===== config.mk =====
export PLATFORM = sky130hd
export DESIGN_NAME = register_file_scoreboard
export DESIGN_NICKNAME = d
export VERILOG_FILES = /design/src/rtl/register_file_scoreboard.sv
export SDC_FILE = /design/constraint.sdc
export NUM_CORES = 1
export LEC_CHECK = 0
export BUFFER_PORTS_ARGS = -buffer_cell sky130_fd_sc_hd__buf_2
export CAP_MARGIN = 5
export CORE_AREA = 2 2 200 202
export CTS_BUF_LIST = sky130_fd_sc_hd__clkbuf_8
export DETAILED_ROUTE_END_ITERATION = 10
export DIE_AREA = 0 0 202 204
export PLACE_DENSITY_LB_ADDON = 0.08
export SETUP_SLACK_MARGIN = 0.5
export SLEW_MARGIN = 10
export SYNTH_ARGS = -nofsm -noshare
export SYNTH_HDL_FRONTEND = slang
export SYNTH_SLANG_ARGS = --single-unit

===== constraint.sdc =====
create_clock -name clk -period 9.7 [get_ports clk]
set_clock_uncertainty 0.1 [all_clocks]
set_input_delay 0.97 -clock clk [delete_from_list [all_inputs] [get_ports clk]]
set_output_delay 0.97 -clock clk [all_outputs]
set_load 0.01 [all_outputs]

===== src/rtl/register_file_scoreboard.sv =====
// Architectural register file fed by write-back, with two bypassed decode read
// ports and a per-register pending scoreboard that stalls decode on RAW/WAW hazards.
module register_file_scoreboard #(
  parameter int DATA_W = 22,
  parameter int ADDR_W = 4,
  parameter int NREGS  = 16
) (
  input  logic              clk,
  input  logic              rst,
  input  logic              wb_we,
  input  logic [ADDR_W-1:0] wb_addr,
  input  logic [DATA_W-1:0] wb_data,
  input  logic [ADDR_W-1:0] rd_addr_a,
  input  logic [ADDR_W-1:0] rd_addr_b,
  output logic [DATA_W-1:0] rd_data_a,
  output logic [DATA_W-1:0] rd_data_b,
  input  logic              issue_valid,
  input  logic              issue_uses_a,
  input  logic              issue_uses_b,
  input  logic              issue_wr,
  input  logic [ADDR_W-1:0] issue_dest,
  output logic              stall,
  output logic [NREGS-1:0]  pending,
  output logic [ADDR_W:0]   inflight_cnt,
  output logic              wb_orphan
);

  function automatic logic [ADDR_W:0] popcount(input logic [NREGS-1:0] vec);
    logic [ADDR_W:0] cnt;
    cnt = '0;
    for (int i = 0; i < NREGS; i++) begin
      cnt = cnt + {{ADDR_W{1'b0}}, vec[i]};
    end
    return cnt;
  endfunction

  logic [DATA_W-1:0] regs_r [NREGS];
  logic [NREGS-1:0]  clr_vec_s;
  logic [NREGS-1:0]  set_vec_s;
  logic [NREGS-1:0]  busy_vec_s;
  logic [NREGS-1:0]  pending_nxt_s;
  logic              issue_fire_s;

  // Hazard detection: a producer completing this cycle no longer blocks decode
  always_comb begin
    clr_vec_s = '0;
    if (wb_we) begin
      clr_vec_s[wb_addr] = 1'b1;
    end else begin
      clr_vec_s = '0;
    end
    busy_vec_s = pending & ~clr_vec_s;

    stall = 1'b0;
    if (rst && issue_valid) begin
      stall = (issue_uses_a && busy_vec_s[rd_addr_a]) ||
              (issue_uses_b && busy_vec_s[rd_addr_b]) ||
              (issue_wr     && busy_vec_s[issue_dest]);
    end else begin
      stall = 1'b0;
    end
    issue_fire_s = rst && issue_valid && !stall;

    set_vec_s = '0;
    if (issue_fire_s && issue_wr) begin
      set_vec_s[issue_dest] = 1'b1;
    end else begin
      set_vec_s = '0;
    end
    // A new producer on the completing register keeps the bit set
    pending_nxt_s = (pending & ~clr_vec_s) | set_vec_s;
  end

  // Read ports with same-cycle write-back bypass, forced to zero in reset
  always_comb begin
    rd_data_a = '0;
    rd_data_b = '0;
    if (!rst) begin
      rd_data_a = '0;
      rd_data_b = '0;
    end else begin
      if (wb_we && (wb_addr == rd_addr_a)) begin
        rd_data_a = wb_data;
      end else begin
        rd_data_a = regs_r[rd_addr_a];
      end
      if (wb_we && (wb_addr == rd_addr_b)) begin
        rd_data_b = wb_data;
      end else begin
        rd_data_b = regs_r[rd_addr_b];
      end
    end
  end

  // Register array, scoreboard, in-flight count and sticky orphan flag
  always_ff @(posedge clk) begin
    if (!rst) begin
      for (int i = 0; i < NREGS; i++) begin
        regs_r[i] <= '0;
      end
      pending      <= '0;
      inflight_cnt <= '0;
      wb_orphan    <= 1'b0;
    end else begin
      if (wb_we) begin
        regs_r[wb_addr] <= wb_data;
      end
      if (wb_we && !pending[wb_addr]) begin
        wb_orphan <= 1'b1;
      end
      pending      <= pending_nxt_s;
      inflight_cnt <= popcount(pending_nxt_s);
    end
  end

endmodule

==> impl_metrics.py, run 1 <==
metrics = {
    "outcome": {
        "status": "complete, no violations",
    },
    "synthesis": {
        "syn-num-nets": 1506,
        "ys_ff_latch": 374,
        "seq_area_frac_synth_pct": 51.83,
        "synth_ff_type": "edfxtp_1",
        "synth_enable_flop_cells": 352,
        "synth_cell_type_count": 61,
        "syn_area_per_cell_sq_um": 14.69,
        "netlist_area_sq_mm": 0.02124,
        "synth_cells": 1446,
        "postSynth.asyncResetShare_pct": 0,
        "synth_warnings": 0,
    },
    "worst_setup_path": {
        "r2r-start": "pending[9]",
        "endpoint_kind": "flip-flop",
        "slowest_delay_ns": 0.83,
        "arrival_ns": 7.01,
        "critPathLaunchType": "input pin",
        "path_cells": "buf_2 -> nand3b_1 -> o21ai_0 -> nor3_1 -> a311oi_1 -> a211oi_1 -> a311oi_2 -> nand2_2 -> o31ai_1 -> fa_1 -> inv_1 -> fa_1 -> fa_1 -> fa_1 -> inv_1 -> ha_1 -> fa_1 -> xnor2_1 -> nor2_1",
        "rr_endpoint": "inflight_cnt[2]",
        "reg2reg_depth": 17,
        "path_class": "in -> reg",
        "crit_slowest_cell": "o21ai_0",
        "worst_ep_required_time_ns": 10.10,
        "reg2reg_slack_ns": 3.81,
        "worst_path_most_repeated_cell": "fa_1",
        "crit_fanout": 23,
    },
    "grt": {
        "grt_max_degree": 66,
        "grt-busiest-layer": "met2",
        "grt_pass1_wl_um": 94140,
        "gr-usage-all-layers_pct": 32.53,
        "grt_pass1_vias": 13723,
        "met2_usage_pct": 53.39,
        "grt_overflow": 0,
        "use_met3_pct": 5.150,
        "antenna_found_initial": 2,
        "use_met1_pct": 44.35,
    },
    "place": {
        "port_buffers": 111,
        "gp_congestion": 0.8998,
        "dp_slack_ns": 2.501,
        "dp_hpwl_um": 36000,
    },
    "hold_path": {
        "worstHoldPathType": "reg -> reg",
        "hold_start": "wb_orphan",
        "hold-path-endpoint": "wb_orphan",
        "min_path_cells": 1,
    },
    "timing": {
        "fin_ws_ns": 3.086,
        "setup_violations": 0,
        "layout_worst_path_cycle_share_pct": 68.19,
        "worst_pin_slew_ns": 1.081,
        "fmax_ghz": 0.1512,
        "rsz0062_at_grt": "false",
        "slew_viol_final": 0,
        "min_period_ns": 6.614,
        "max_slew_margin_pct": 27.79,
        "tns_ns": 0,
        "finalHoldViolCount": 0,
    },
    "finish": {
        "diodes": 0,
        "layout-drive-gt1-share_pct": 31.23,
        "areaGrowthSynthToFinish_pct": 10.90,
        "most-common-layout-cells": "354 x and2_1, 352 x edfxtp_1, 225 x mux4_2",
        "fill_cells": 3023,
        "fin_nets": 1582,
        "layout_commonest_cell": "and2_1",
    },
    "power_and_ir_drop": {
        "powerDensity_mw_per_mm2": 159.9,
        "vdd_drop_max_v": 0.0001140,
        "p_leak_nw": 8.622,
    },
    "clock_network": {
        "cts_setup_buffers": 0,
        "clk-insertion-delay-late_ns": 0.64,
        "clock_path_buffers": 3,
        "cts_tree": "built",
        "ctsResizeCount": 0,
        "cts.hold.buffers_added": 0,
        "cts.sink_count": 374,
        "clkTransAtPathRegs_ns": 0.05,
        "cts_root_buf": "clkbuf_8",
        "htreeDepth": 3,
        "cts_buffers": 66,
    },
    "flow_run": {
        "maxCapViolCount": 0,
    },
    "drt": {
        "wl_per_cell_um": 31.15,
        "ant_nets": 0,
        "avgViaCountPerCell": 6.477,
        "routed_wl_um": 65230,
        "dr_total_vias": 13562,
        "first_pass_iters": 5,
        "first_iter_violations": 1578,
        "remaining_drc_errors": 0,
    },
    "floorplan": {
        "initial_core_util_pct": 54.22,
        "io_pins": 112,
        "die_area_sq_mm": 0.04121,
        "die-height_um": 204,
        "core_sq_mm": 0.03918,
        "die_w_um": 202,
        "fp-row-count": 73,
    },
}
[stage by stage]
| stage | total power [mW] | std cells | hold slack [ns] | cell area, sq um | utilization, % |
|---|---|---|---|---|---|
| 6_report | 3.766 | 2094 | 0.3642 | 23560 | 60.12 |
| 5_1_grt | 3.890 | 2094 | 0.4046 | 23560 | 60.12 |
| 4_1_cts | 3.787 | 2094 | 0.3706 | 23560 | 60.12 |
| 3_5_place_dp | 2.456 | 1979 | 0.3579 | 22380 | 57.12 |
| 3_3_place_gp | 2.448 | 1979 | 0.3470 | 22380 | 57.12 |
| 2_1_floorplan | 2.271 | 1446 | 0.4091 | 21240 | - |
[cell type report]
type / instances / area [sq um] / share of cell area, %
Clock buffer: 73 / 1005 / 4.265
Sequential cell: 374 / 11010 / 46.74
Inverter: 12 / 45.04 / 0.1912
Clock inverter: 42 / 171.4 / 0.7276
Tap cell: 525 / 656.9 / 2.788
Multi-Input combinational cell: 925 / 9857 / 41.84
Timing Repair Buffer: 143 / 813.3 / 3.452
[sequential cells by signal, indices dropped and copies added (netlist names)]
signal	cells
wb_orphan	1
pending	16
inflight_cnt	5
regs_r	352
[report_power, final]
group,total [mW],internal [mW],switching (mW)
sequential,1.90,1.86,0.0424
clock,1.34,0.686,0.656
combinational,0.522,0.238,0.284
total,3.77,2.78,0.983
[synth_stat cells, types with 3 or more instances]
library cell	number	share of area (%)
and2_1	354	10
edfxtp_1	352	50
mux4_2	225	24
clkbuf_1	90	1.6
nor2_1	70	1.2
mux2i_1	48	2.3
nand2_1	45	0.80
buf_1	32	0.57
dfxtp_1	22	2.1
o21ai_0	22	0.52
nand3_1	14	0.33
nand2b_1	13	0.38
inv_1	11	0.19
fa_1	10	0.94
nor3_1	8	0.19
o31ai_1	8	0.28
a21boi_0	7	0.25
buf_2	7	0.16
xor2_1	7	0.29
nor2b_1	6	0.18
a21oi_1	5	0.12
ha_1	5	0.29
o21a_1	5	0.18
or3_1	5	0.15
buf_6	4	0.21
nand4_1	4	0.12
o211ai_1	4	0.14
o21bai_1	4	0.14
a2bb2oi_1	3	0.12
a31oi_1	3	0.088
and3_1	3	0.088
nand3b_1	3	0.11
o2111ai_1	3	0.12
o22ai_1	3	0.088
o31a_1	3	0.12
xnor2_1	3	0.12
[metal layers]
layer	part of all wire, %	up-vias	routed length [um]
li1	-	5691	-
met1	39	7034	25490
met2	49	692	31960
met3	8.6	145	5604
met4	3.3	0	2178
met5	0	-	0
[worst max path at each step]
stage | from | to | slack, ns | cells past startpoint
final | wb_addr[3] | inflight_cnt[2] | 3.09 | 19
after global routing | wb_addr[3] | inflight_cnt[2] | 2.90 | 19
after CTS | wb_addr[3] | inflight_cnt[2] | 3.18 | 19
after detailed placement | wb_addr[3] | inflight_cnt[2] | 2.50 | 19
after global placement | wb_addr[3] | inflight_cnt[2] | 2.71 | 19
after floorplan | wb_addr[2] | inflight_cnt[2] | 3.67 | 20
[kinds of logic (layout without fill, tap and decap cells)]
kind of cell | count (synthesis) | count (layout) | share of synthesized area, %
multiplexers | 275 | 275 | 26.22
AO/OA/AOI/OAI | 90 | 90 | 3.080
adder cells (fa/ha/maj) | 15 | 15 | 1.237
flip-flops | 374 | 374 | 51.83
buffers and inverters | 147 | 270 | 2.815
AND/OR/NAND/NOR | 535 | 535 | 14.41
XOR/XNOR | 10 | 10 | 0.4123
[worst max-delay path: cells and delay by family]
kind	cells	cell delay (ns)
buffers and inverters	3	0.45
adders and majority gates	6	2.55
AOI/OAI and AO/OA	5	2.06
xor gates and xnor gates	1	0.15
and+or+nand+nor	4	0.84
(Power assumes the default switching activity.)
==> run 2, diff against run 1 <==
- ABC_AREA: default -> 1
- CORE_AREA: 2 2 200 202 -> 2 2 202 204
- DIE_AREA: 0 0 202 204 -> 0 0 204 206
- clock period: 9.7 -> 6.55 ns (I/O delays scaled with it)
==> run 2 against run 1 <==
Clock-buffer cell count fell by 3. Setup slack got worse by 2.0 ns. Via count rose by 52%. Combinational power rose by 60%. Die area rose by 2.0%. Register-to-register slack got worse by 2.4 ns. Final area rose by 0.26%. First-iteration DRC count rose by 72%. Critical path type unchanged. Highest routed layer unchanged.
==> impl_metrics.py, run 2 <==
metrics = {
    "outcome": {
        "status": "complete, no violations",
    },
    "clock_network": {
        "clock_path_buffers": 3,
        "cts.sink_count": 374,
        "htreeDepth": 3,
        "cts_buffers": 67,
        "clk-insertion-delay-late_ns": 0.63,
        "ctsResizeCount": 0,
        "cts_tree": "built",
        "cts.hold.buffers_added": 0,
        "clkTransAtPathRegs_ns": 0.07,
        "cts_root_buf": "clkbuf_8",
        "cts_setup_buffers": 0,
    },
    "synthesis": {
        "yosysTopAreaCellShare_pct": 48.89,
        "yosysMostFrequentCell": "nor2_1",
        "postSynth.asyncResetShare_pct": 0,
        "synth_area_leader_cell": "edfxtp_1",
        "seq_area_frac_synth_pct": 50.92,
        "syn_area_per_cell_sq_um": 8.162,
        "synth_cell_type_count": 34,
        "synth_ff_type": "edfxtp_1",
        "ys_ff_latch": 374,
        "synth_cells": 2649,
        "ys_top_cells_by_area": "edfxtp_1 49%, o21ai_0 9.2%, nor2_1 8.3%",
        "syn-num-nets": 2709,
        "synth_enable_flop_cells": 352,
        "synthTopCellsByCount": "479 x nor2_1, 398 x o21ai_0, 352 x edfxtp_1",
        "netlist_area_sq_mm": 0.02162,
        "synth_warnings": 0,
    },
    "finish": {
        "top_register": "regs_r",
        "layout-drive-gt1-share_pct": 10.00,
        "final-seq-area_sq_mm": 0.01101,
        "fill_cells": 3727,
        "areaGrowthSynthToFinish_pct": 9.242,
        "largest_reg_flops": 352,
        "reg_top3": "regs_r x352, pending x16, inflight_cnt x5",
        "most-common-layout-cells": "479 x nor2_1, 398 x o21ai_0, 352 x edfxtp_1",
        "multi_input_area_sq_mm": 0.008581,
        "utilization_pct": 58.78,
        "layout_commonest_cell": "nor2_1",
        "fin_nets": 2720,
    },
    "grt": {
        "grt_pass1_wl_um": 121800,
        "grt_max_degree": 106,
        "antenna_found_initial": 3,
        "gr-usage-all-layers_pct": 39.44,
        "grt_pass1_vias": 20014,
        "grt_overflow": 0,
    },
    "floorplan": {
        "initial_core_util_pct": 53.81,
        "fp-row-count": 74,
        "die_w_um": 204,
        "die-height_um": 206,
        "die_area_sq_mm": 0.04202,
        "io_pins": 112,
        "core_sq_mm": 0.04018,
    },
    "worst_setup_path": {
        "arrival_ns": 5.88,
        "endpoint_kind": "flip-flop",
        "r2r-start": "pending[11]",
        "crit_fanout": 26,
        "path_class": "in -> reg",
        "reg2reg_depth": 21,
        "worst_ep_required_time_ns": 6.94,
        "rr_endpoint": "inflight_cnt[4]",
        "critPathLaunchType": "input pin",
        "reg2reg_slack_ns": 1.44,
    },
    "power_and_ir_drop": {
        "powerDensity_mw_per_mm2": 238.8,
        "p_leak_nw": 9.704,
        "power_mw": 5.640,
        "vdd_drop_max_v": 0.0001475,
    },
    "timing": {
        "worst_pin_slew_ns": 1.176,
        "finalHoldViolCount": 0,
        "fmax_ghz": 0.1822,
        "slew_viol_final": 0,
        "setup_violations": 0,
        "min_period_ns": 5.488,
        "whs_ns": 0.3681,
        "rsz0062_at_grt": "false",
        "max_slew_margin_pct": 21.57,
        "fin_ws_ns": 1.062,
        "layout_worst_path_cycle_share_pct": 83.78,
        "tns_ns": 0,
    },
    "drt": {
        "remaining_drc_errors": 0,
        "routed_wl_um": 82870,
        "first_pass_iters": 6,
        "dr_total_vias": 20609,
        "avgViaCountPerCell": 6.353,
        "wl_per_cell_um": 25.54,
        "first_iter_violations": 2722,
        "ant_nets": 0,
    },
    "hold_path": {
        "hold_start": "wb_orphan",
        "worstHoldPathType": "reg -> reg",
        "min_path_cells": 1,
        "hold-path-endpoint": "wb_orphan",
    },
    "place": {
        "dp_slack_ns": 0.5323,
        "port_buffers": 111,
        "dp_hpwl_um": 46590,
        "gp_congestion": 0.8656,
    },
    "flow_run": {
        "maxCapViolCount": 0,
    },
}
## run 2: metal layers
metal | up-vias | wire [um] | global-route usage, %
li1 | 9119 | - | -
met1 | 9624 | 29740 | 49.54
met2 | 1530 | 37390 | 61.77
met3 | 336 | 10580 | 8.720
met4 | 0 | 5155 | 25.65
met5 | - | 0 | 0
## run 2: power breakdown
group | internal [mW] | switching (mW)
logic | 0.216 | 0.618
clock network | 0.991 | 1.02
registers | 2.75 | 0.0475
total | 3.95 | 1.68
## run 2: logic make-up (layout without fill, tap and decap cells)
group | Yosys count | count (layout) | share of synthesized area [%]
AO/OA/AOI/OAI | 917 | 917 | 23.59
adder cells (fa/ha/maj) | 15 | 15 | 1.215
buffers and inverters | 534 | 595 | 9.467
flip-flops | 374 | 374 | 50.92
other | 0 | 2 | 0
AND/OR/NAND/NOR | 809 | 809 | 14.80
## run 2: worst max path at each step
stage / startpoint / to / slack, ns / cells past startpoint
global route: wb_we / inflight_cnt[4] / 0.81 / 23
floorplan: wb_addr[0] / inflight_cnt[4] / 1.24 / 23
detailed placement: wb_we / inflight_cnt[4] / 0.53 / 23
finish: rd_addr_b[1] / inflight_cnt[4] / 1.06 / 21
global placement: wb_we / inflight_cnt[4] / 0.57 / 23
CTS: wb_we / inflight_cnt[4] / 1.18 / 23
## run 2: final cells by class
type / instances / share of cell area [%]
Multi-Input combinational cell: 1741 / 36.33
Clock inverter: 49 / 0.8899
Sequential cell: 374 / 46.62
Inverter: 302 / 4.820
Tap cell: 532 / 2.818
Clock buffer: 70 / 4.079
Timing Repair Buffer: 174 / 4.428
Antenna cell: 2 / 0.02119
## run 2: stage by stage
| stage | instances | area, sq um |
|---|---|---|
| 2_1_floorplan | 2649 | 21620 |
| 3_3_place_gp | 3123 | 22440 |
| 3_5_place_dp | 3123 | 22440 |
| 4_1_cts | 3242 | 23620 |
| 5_1_grt | 3244 | 23620 |
| 6_report | 3244 | 23620 |
## run 2: worst max-delay path, stage by stage
cell      delay (ns)
buf_4           0.31
clkinv_1        0.63
nand3_1         0.27
nand2_1         0.07
nand2_1         0.08
nand3_1         0.08
nand2_1         0.08
nor2_1          0.04
nor2_1          0.17
buf_4           0.22
nand3_1         0.11
and2_1          0.20
fa_1            0.55
fa_1            0.44
fa_1            0.48
fa_1            0.49
inv_1           0.05
ha_1            0.23
fa_1            0.47
a21oi_1         0.17
nor3_1          0.06
